### src/rtl/seeded_lfsr_rng.sv
// Memory-seeded Galois LFSR random generator: fetches a seed word, then streams
// LFSR states through a valid/ready handshake (or free-runs), with run-time reseeding.
module seeded_lfsr_rng #(
  parameter int                 WIDTH        = 16,
  parameter int                 OUT_BITS     = 4,
  parameter int                 ADDR_W       = 16,
  parameter logic [WIDTH-1:0]   TAPS         = 16'hB400,
  parameter logic [ADDR_W-1:0]  SEED_ADDR    = '0,
  parameter logic [WIDTH-1:0]   SEED_DEFAULT = 16'hACE1,
  parameter int                 MEM_LAT      = 1,
  parameter bit                 FREE_RUN     = 1'b0
) (
  input  logic                clock,
  input  logic                reset,
  output logic [ADDR_W-1:0]   mem_addr,
  output logic                mem_rd_en,
  input  logic [WIDTH-1:0]    mem_data_out,
  input  logic                reseed,
  input  logic                rng_ready,
  output logic                rng_valid,
  output logic [WIDTH-1:0]    rng_out,
  output logic [OUT_BITS-1:0] rng_out_small,
  output logic                mux_select
);

  localparam int LAT_W = (MEM_LAT > 1) ? $clog2(MEM_LAT) : 1;
  localparam logic [LAT_W-1:0] LAT_LAST = LAT_W'(MEM_LAT - 1);

  typedef enum logic [1:0] {
    S_FETCH = 2'd0,
    S_LOAD  = 2'd1,
    S_RUN   = 2'd2
  } state_t;

  state_t             r_fsm;
  logic [WIDTH-1:0]   r_state;
  logic [LAT_W-1:0]   r_lat_cnt;
  logic [ADDR_W-1:0]  r_addr;
  logic               r_rd_en;
  logic               r_valid;
  logic               r_mux;

  logic               w_advance;
  logic [WIDTH-1:0]   w_next_state;

  assign w_advance    = (r_fsm == S_RUN) && (FREE_RUN || (r_valid && rng_ready));
  assign w_next_state = r_state[0] ? ((r_state >> 1) ^ TAPS) : (r_state >> 1);

  always_ff @(posedge clock or posedge reset) begin
    if (reset) begin
      r_fsm     <= S_FETCH;
      r_state   <= '0;
      r_lat_cnt <= '0;
      r_addr    <= SEED_ADDR;
      r_rd_en   <= 1'b0;
      r_valid   <= 1'b0;
      r_mux     <= 1'b1;
    end else begin
      case (r_fsm)
        S_FETCH: begin
          // The read is issued on the first FETCH cycle after reset; a reseed issues it directly.
          if (!r_rd_en) begin
            r_rd_en <= 1'b1;
          end else if (r_lat_cnt == LAT_LAST) begin
            r_fsm     <= S_LOAD;
            r_rd_en   <= 1'b0;
            r_lat_cnt <= '0;
          end else begin
            r_lat_cnt <= r_lat_cnt + 1'b1;
          end
        end
        S_LOAD: begin
          r_state <= (mem_data_out == '0) ? SEED_DEFAULT : mem_data_out;
          r_fsm   <= S_RUN;
          r_valid <= 1'b1;
          r_mux   <= 1'b0;
        end
        S_RUN: begin
          if (w_advance) begin
            r_state <= w_next_state;
          end
          if (reseed) begin
            r_fsm     <= S_FETCH;
            r_valid   <= 1'b0;
            r_mux     <= 1'b1;
            r_addr    <= r_addr + 1'b1;
            r_rd_en   <= 1'b1;
            r_lat_cnt <= '0;
          end
        end
        default: begin
          r_fsm <= S_FETCH;
        end
      endcase
    end
  end

  assign mem_addr      = r_addr;
  assign mem_rd_en     = r_rd_en;
  assign rng_valid     = r_valid;
  assign rng_out       = r_state;
  assign rng_out_small = r_state[OUT_BITS-1:0];
  assign mux_select    = r_mux;

endmodule
### config.mk
export PLATFORM = sky130hd
export DESIGN_NAME = seeded_lfsr_rng
export DESIGN_NICKNAME = d
export VERILOG_FILES = /design/src/rtl/seeded_lfsr_rng.sv
export SDC_FILE = /design/constraint.sdc
export NUM_CORES = 1
export LEC_CHECK = 0
export CAP_MARGIN = 0
export CORE_MARGIN = 5
export CORE_UTILIZATION = 48
export DETAILED_ROUTE_END_ITERATION = 6
export PLACE_DENSITY = 0.84
export SYNTH_ARGS = -nofsm -noshare
export SYNTH_HDL_FRONTEND = slang
export SYNTH_SLANG_ARGS = --single-unit
### constraint.sdc
create_clock -name clock -period 2.58 [get_ports clock]
set_clock_uncertainty 0.15 [all_clocks]
set_input_delay 0.516 -clock clock [delete_from_list [all_inputs] [get_ports clock]]
set_output_delay 0.516 -clock clock [all_outputs]
set_load 0.1 [all_outputs]
Word level (Yosys, flattened, before mapping)

Index checks and enable logic that the tools add are counted.

Bits in registers: 38
Bits of input ports: 20
Output and inout port bits: 39
Logic and storage cells: 46

$add $sub $neg: 2
Eq/ne operators: 6
Mux-type cells: 18
Bitwise operators: 1
Reduce and logical (&&, ||, !) cells: 12

Operator list:

| kind                                                             | number |
|---|---|
| 16-bit two-way mux                                               | 3 |
| 16-bit one-hot mux with 2 select lines                           | 1 |
| 16-bit by 1-bit adder with 16-bit output (second input constant) | 1 |
| 16-bit logical NOT                                               | 1 |
| 2-bit inequality test (second input constant)                    | 4 |
| 1-bit one-hot mux with 2 select lines                            | 4 |
| 2-bit AND reduction                                              | 4 |
| 1-bit two-way mux                                                | 6 |
| 2-bit two-way mux                                                | 3 |
| 2-bit one-hot mux with 3 select lines                            | 1 |
| 3-bit AND reduction                                              | 2 |
| 3-bit NOT with 4-bit output                                      | 1 |
| 2-bit nonzero test                                               | 2 |
| 2-bit by 1-bit == test with 1-bit output (second input constant) | 1 |
| 2-bit == test (second input constant)                            | 1 |
| 1-bit logical AND                                                | 2 |
| 2-bit logical NOT                                                | 1 |
| 1-bit adder (second input constant)                              | 1 |

Depth between registers and ports, before layout

Gate-level depths: netlist of run 1.

Word-level depth: 4
Depth in mapped cells: 6
Gate-level depth less buffers: 4

Worst setup path before layout of run 1

Ideal clock, no wire load.

Path kind: register to register
From: register r_addr[2] (netlist: mem_addr[2])
To: register r_addr[7] (netlist: mem_addr[7])
Library setup time: 0.158 ns
Data arrival time: 1.849 ns
Required time: 2.272 ns
Setup slack: 0.422 ns
Cell stages (with the launch flop): 6
Buffers on the path: 1
Period minus slack after synthesis: 2.158 ns
Cells stage by stage: dfrtp_1 and4b_1 and4_1 buf_2 nand4_1 xnor2_1

Cells in the longest elaborated chain, start to end: 1

Ends and longest elaborated chain:

| item                                     | RTL line | RTL |
|---|---|---|
| start, declared                          | 38       | `logic [ADDR_W-1:0] r_addr;` |
| start signal, assigned                   | 86       | `r_addr <= r_addr + 1'b1;` |
| 16-bit by 1-bit adder with 16-bit output | 86       |  |

No other way between the ends.
A chain may end at the register's enable or synchronous reset.

Worst setup path in the final report of run 1

From: register r_state[0] (netlist: rng_out[0])
To: output port rng_out[0]

RTL lines:

| item                   | RTL line | RTL |
|---|---|---|
| start, declared        | 36       | `logic [WIDTH-1:0] r_state;` |
| start signal, assigned | 73       | `r_state <= (mem_data_out == '0) ? SEED_DEFAULT : mem_data_out;` |
| start signal, assigned | 80       | `r_state <= w_next_state;` |
| end, declared          | 21       | `output logic [WIDTH-1:0] rng_out,` |

No word-level cell between the ends.

==> impl_metrics.toml, run 1 <==
[outcome]
status = "finished clean"

[detailed_routing]
ant_nets = 0
drt-pass1-iter-count = 4
met1Wirelength_um = 1600
wl_um = 3720
top_layer = "met4"
drc = 0
dr_total_vias = 1425
wl_per_cell_um = 13.9
wl_met3_um = 311
wl_met2_um = 1750
drt-vias-per-instance = 5.32
drt_first_iter_violations = 78

[placement]
dp_hpwl_um = 2910
place_ws_ns = 0.350
gp_congestion = 0.913
port_buffers = 58

[yosys]
netlist_area_um2 = 1700
synthesis.instances = 165
yosys_warnings = 0
ys_async_sr_fraction_pct = 100
yosysSeqAreaShare_pct = 54.6
yosysTopAreaCellShare_pct = 53.1
synth_cell_types = 27
avgSynthCellArea_um2 = 10.3
yosys.area.top_type = "dfrtp_1"
synth_ff_type = "dfrtp_1"
synth_nets = 186
synth_edf_count = 0
synth_most_common_cell = "dfrtp_1"
ys_ff_latch = 37
synth.top_cells.by_count = "36 x dfrtp_1, 21 x nand2_1, 20 x o21ai_0"
synthTopCellsByArea = "dfrtp_1 53%, xnor2_1 7.7%, o21ai_0 5.9%"

[clocking]
cts_sinks = 37
postCtsHoldBufs = 0
cts_setup_buffers = 0
clockRootBuffer = "clkbuf_4"
clk_latency_ns = 0.34
cts_tree = "yes"
path_clk_slew_ns = 0.11
cts-buffers-inserted = 5
htree_num_levels = 2
clock_path_buffers = 2
cts_repair_resize_count = 0

[grt]
grt-ovfl-total = 0
grt_max_degree = 33
grt_pass1_wl_um = 6400
antenna_found_initial = 0
grt_pass1_vias = 1447
grt_usage_pct = 16.0

[sta]
setup_viol = 0
relSlewSlack_pct = 43.2
finalHoldViolCount = 0
tightest_slew_ns = 0.852
fin_hold_ws_ns = 0.311
period_minus_slack_ns = 1.90
slew_viol_final = 0
fin_crit_sh_pct = 73.8
max_freq_ghz = 0.525
rsz0062_at_grt = "false"
tns_ns = 0
fin_ws_ns = 0.676

[final_layout]
final_nets = 242
n_antenna_cell = 0
syn_to_final_growth_pct = 32.4
drive_gt1_share_pct = 23.0
final_util_pct = 66.3

[setup_path]
crit_path_cell_trace = "buf_4"
crit_fanout = 7
criticalPathCategory = "register to output port"
slowest_delay_ns = 0.54
cp_num_buf_inv = 1
cp_top_family = "flip-flops"
arrival_ns = 1.24
required_ns = 1.91
startpoint_type = "register"
slowest_stage = "dfrtp_1"
endpoint_kind = "output port"

[floorplanning]
fp.dieW_um = 69.5
die_area_um2 = 4820
rows = 21
num_io_pins = 59
die-height_um = 69.5
core-area_um2 = 3390
start_util_pct = 50.1

[min_path]
hold_path_class = "input port to asynchronous set/reset pin"

[run]
drv_cap = 0
-- stage by stage --
| step | instances | instance area, um^2 |
|---|---|---|
| final | 268 | 2250 |
| after global routing | 268 | 2250 |
| after CTS | 268 | 2250 |
| after detailed placement | 260 | 2200 |
| after global placement | 260 | 2200 |
| after floorplan | 165 | 1700 |
-- area by class of cell --
type,count,area (um^2)
fillers,273,1140
clock buffers,8,48.8
well taps,46,57.6
flip-flops and latches,37,927
repair buffers,62,513
multi-input cells,111,686
inverters,4,15.0
-- layer usage --
layer  global-route usage, %  vias to the layer above
met3                    5.65                        6
met5                       0                        -
met2                    26.9                       51
met4                    3.90                        0
met1                    19.6                      681
li1                        -                      687
-- state kept, by name, summed over array words and instances, names as in the netlist --
signal / count
r_fsm: 2
rng_valid: 1
rng_out: 16
mem_addr: 16
mem_rd_en: 1
mux_select: 1
-- cell families (layout without fill, tap and decap cells) --
group | Yosys count | in the layout | share of synthesized area, %
AND/OR/NAND/NOR | 51 | 51 | 14.7
flip-flops | 37 | 37 | 54.6
AO/OA/AOI/OAI | 33 | 33 | 10.8
XOR/XNOR | 18 | 18 | 9.29
buffers and inverters | 17 | 74 | 4.94
multiplexers | 8 | 8 | 4.79
adder cells (fa/ha/maj) | 1 | 1 | 0.737
-- final timing paths --
kind                                            end                     start  depth (start not counted)  slack [ns]
setup / recovery                         rng_out[0]    rng_out[0]$_DFFE_PP0P_                          1        0.68
hold / removal             mem_addr[11]$_DFFE_PP0P_                     reset                          2        0.31
setup reg to reg            rng_out[13]$_DFFE_PP0P_      r_fsm[0]$_DFFE_PP0P_                          3        0.71
hold reg to reg            mem_addr[15]$_DFFE_PP0P_  mem_addr[15]$_DFFE_PP0P_                          1        0.33
max in group asynchronous   rng_out[15]$_DFFE_PP0P_                     reset                          3        1.41
min in group clock         mem_addr[15]$_DFFE_PP0P_  mem_addr[15]$_DFFE_PP0P_                          1        0.33
-- cell usage in the layout (no fill, tap or decap) --
cell / Yosys / final
clkbuf_1: 5 / 3
mux2i_1: 7 / 7
nand3_1: 7 / 7
a41o_2: 1 / 1
and4_1: 1 / 1
o22ai_1: 8 / 8
and3_1: 2 / 2
nand4_1: 5 / 5
o21a_1: 1 / 1
mux2_2: 1 / 1
nor4_1: 4 / 4
nand2_1: 21 / 21
nand2b_1: 2 / 2
inv_1: 4 / 4
clkbuf_4: 0 / 5
and4b_1: 1 / 1
buf_4: 4 / 43
nor2_1: 6 / 6
xnor2_1: 15 / 15
clkdlybuf4s50_1: 0 / 19
dfrtp_1: 36 / 36
a21oi_1: 3 / 3
ha_1: 1 / 1
nor3b_1: 1 / 1
dfstp_2: 1 / 1
o21ai_0: 20 / 20
xor2_1: 3 / 3
nor2b_1: 1 / 1
Power of run 1 is not shown: default switching activity piles up to over one toggle a cycle in this logic, so the estimate is an artifact.
==> inputs of run 2 (changes only) <==
- CORE_UTILIZATION: 48 -> 40
- PLACE_DENSITY: 0.84 -> 0.75
- clock period: 2.58 -> 1.6 ns (I/O delays scaled with it)
==> run 2 against run 1 <==
Net effect:
- first-iteration DRC count fell by 9.0%
- final area rose by 38%
- final cell count rose by 5.2%
- non-clock buffer count rose by 10
- core utilization rose by 10 points
- clock-buffer cell count fell by 3
- via count rose by 3.3%
- largest cell class is now non-clock buffers
- sequential cell count did not move
- highest routed layer unchanged
- critical path depth rose by 1
==> impl_metrics.toml, run 2 (synthesized netlist as in run 1, its figures left out) <==
[clocking]
cts_sinks = 37
htree_num_levels = 2
clockRootBuffer = "clkbuf_8"
clock_path_buffers = 2
path_clk_slew_ns = 0.07
cts_tree = "yes"
cts-buffers-inserted = 5
clk_latency_ns = 0.28
postCtsHoldBufs = 0

[setup_path]
arrival_ns = 1.07
endpoint_kind = "output port"
crit_fanout = 2
slowest_stage = "dfrtp_4"
criticalPathCategory = "register to output port"
slowest_delay_ns = 0.47
crit_path_cell_trace = "buf_4 -> buf_12"
startpoint_type = "register"
cp_num_buf_inv = 2
cp_top_family = "flip-flops"
required_ns = 1.13

[placement]
port_buffers = 58
gp_congestion = 0.822
dp_hpwl_um = 3300

[floorplanning]
start_util_pct = 41.8
num_io_pins = 59
fp.dieW_um = 75.1
die-height_um = 75.1
core-area_um2 = 4060
die_area_um2 = 5640
rows = 23

[detailed_routing]
drc = 0
wl_per_cell_um = 16.0
ant_nets = 0
wl_um = 4500
dr_total_vias = 1472
drt-pass1-iter-count = 4
drt-vias-per-instance = 5.22
drt_first_iter_violations = 71

[sta]
tns_ns = 0
max_freq_ghz = 0.649
fin_crit_sh_pct = 96.3
finalHoldViolCount = 0
setup_viol = 0
slew_viol_final = 0
period_minus_slack_ns = 1.54
relSlewSlack_pct = 80.4
fin_hold_ws_ns = 0.232
tightest_slew_ns = 0.292

[final_layout]
final_cell_mix = "41 x buf_12, 19 x nand2_1, 16 x dfrtp_1"
n_antenna_cell = 0
final_nets = 252
drive_gt1_share_pct = 42.2
syn_to_final_growth_pct = 82.6
layout_commonest_cell = "buf_12"
final_util_pct = 76.3

[grt]
grt_usage_pct = 16.9
grt_max_degree = 38
grt_pass1_wl_um = 7110
grt-ovfl-total = 0
grt_pass1_vias = 1495
antenna_found_initial = 0

[run]
drv_cap = 0

[outcome]
status = "finished clean"

[min_path]
hold_path_class = "input port to asynchronous set/reset pin"
## run 2: cell types whose count changed in the layout (fill, tap and decap cells not counted), moves of 6 or more
cell             previous run  this run
dfrtp_4                     0         9
dlymetal6s2s_1              0         9
dfrtp_2                     0        11
o21ai_1                     0         6
o21ai_0                    20        14
buf_12                      0        41
dfrtp_1                    36        16
buf_4                      43        10
clkdlybuf4s50_1            19         7
## run 2: metal layers
layer | share of wire (%) | GRT usage (%)
met4 | 1.8 | 3.95
met1 | 40 | 21.0
met5 | 0 | 0
met3 | 8.5 | 6.81
met2 | 50 | 27.7
## run 2: what timing repair did
action / CTS / global route
setup buffers: 0 / 0
endpoints found under the setup margin: 19 / 22
resized for setup: 16 / 17
pin swaps: 3 / 8
## run 2: worst paths after layout
path | slack [ns] | from | depth (start not counted) | end
max in group asynchronous | 0.82 | reset | 3 | mux_select$_DFFE_PP1P_
worst min-delay path | 0.23 | reset | 3 | mem_addr[13]$_DFFE_PP0P_
worst min register to register | 0.36 | mem_addr[10]$_DFFE_PP0P_ | 1 | mem_addr[10]$_DFFE_PP0P_
min in group clock | 0.26 | mem_data_out[15] | 3 | rng_out[15]$_DFFE_PP0P_
worst max register to register | 0.07 | r_fsm[0]$_DFFE_PP0P_ | 5 | rng_out[12]$_DFFE_PP0P_
worst max-delay path | 0.06 | mem_addr[2]$_DFFE_PP0P_ | 2 | mem_addr[2]
## run 2: final cells by class
type,count,area [um^2]
fillers,255,960
well taps,50,62.6
clock buffers,5,68.8
flip-flops and latches,37,975
repair buffers,72,1130
multi-input cells,111,785
inverters,4,15.0
clock inverters,3,65.1
## run 2: tightest hold or removal path, stage by stage
cell	delay, ns
clkdlybuf4s50_1	0.39
inv_1	0.09
buf_12	0.23
## run 2: stage by stage
stage          setup WS, ns  cells  instance area, um^2
6_report             0.0585    282                 3100
3_3_place_gp         -0.374    274                 2860
3_5_place_dp         -0.488    274                 2860
4_1_cts           0.0000316    282                 3030
2_1_floorplan        -0.162    165                 1780
5_1_grt            -0.00485    282                 3100
Power of run 2 is left out for the same reason.
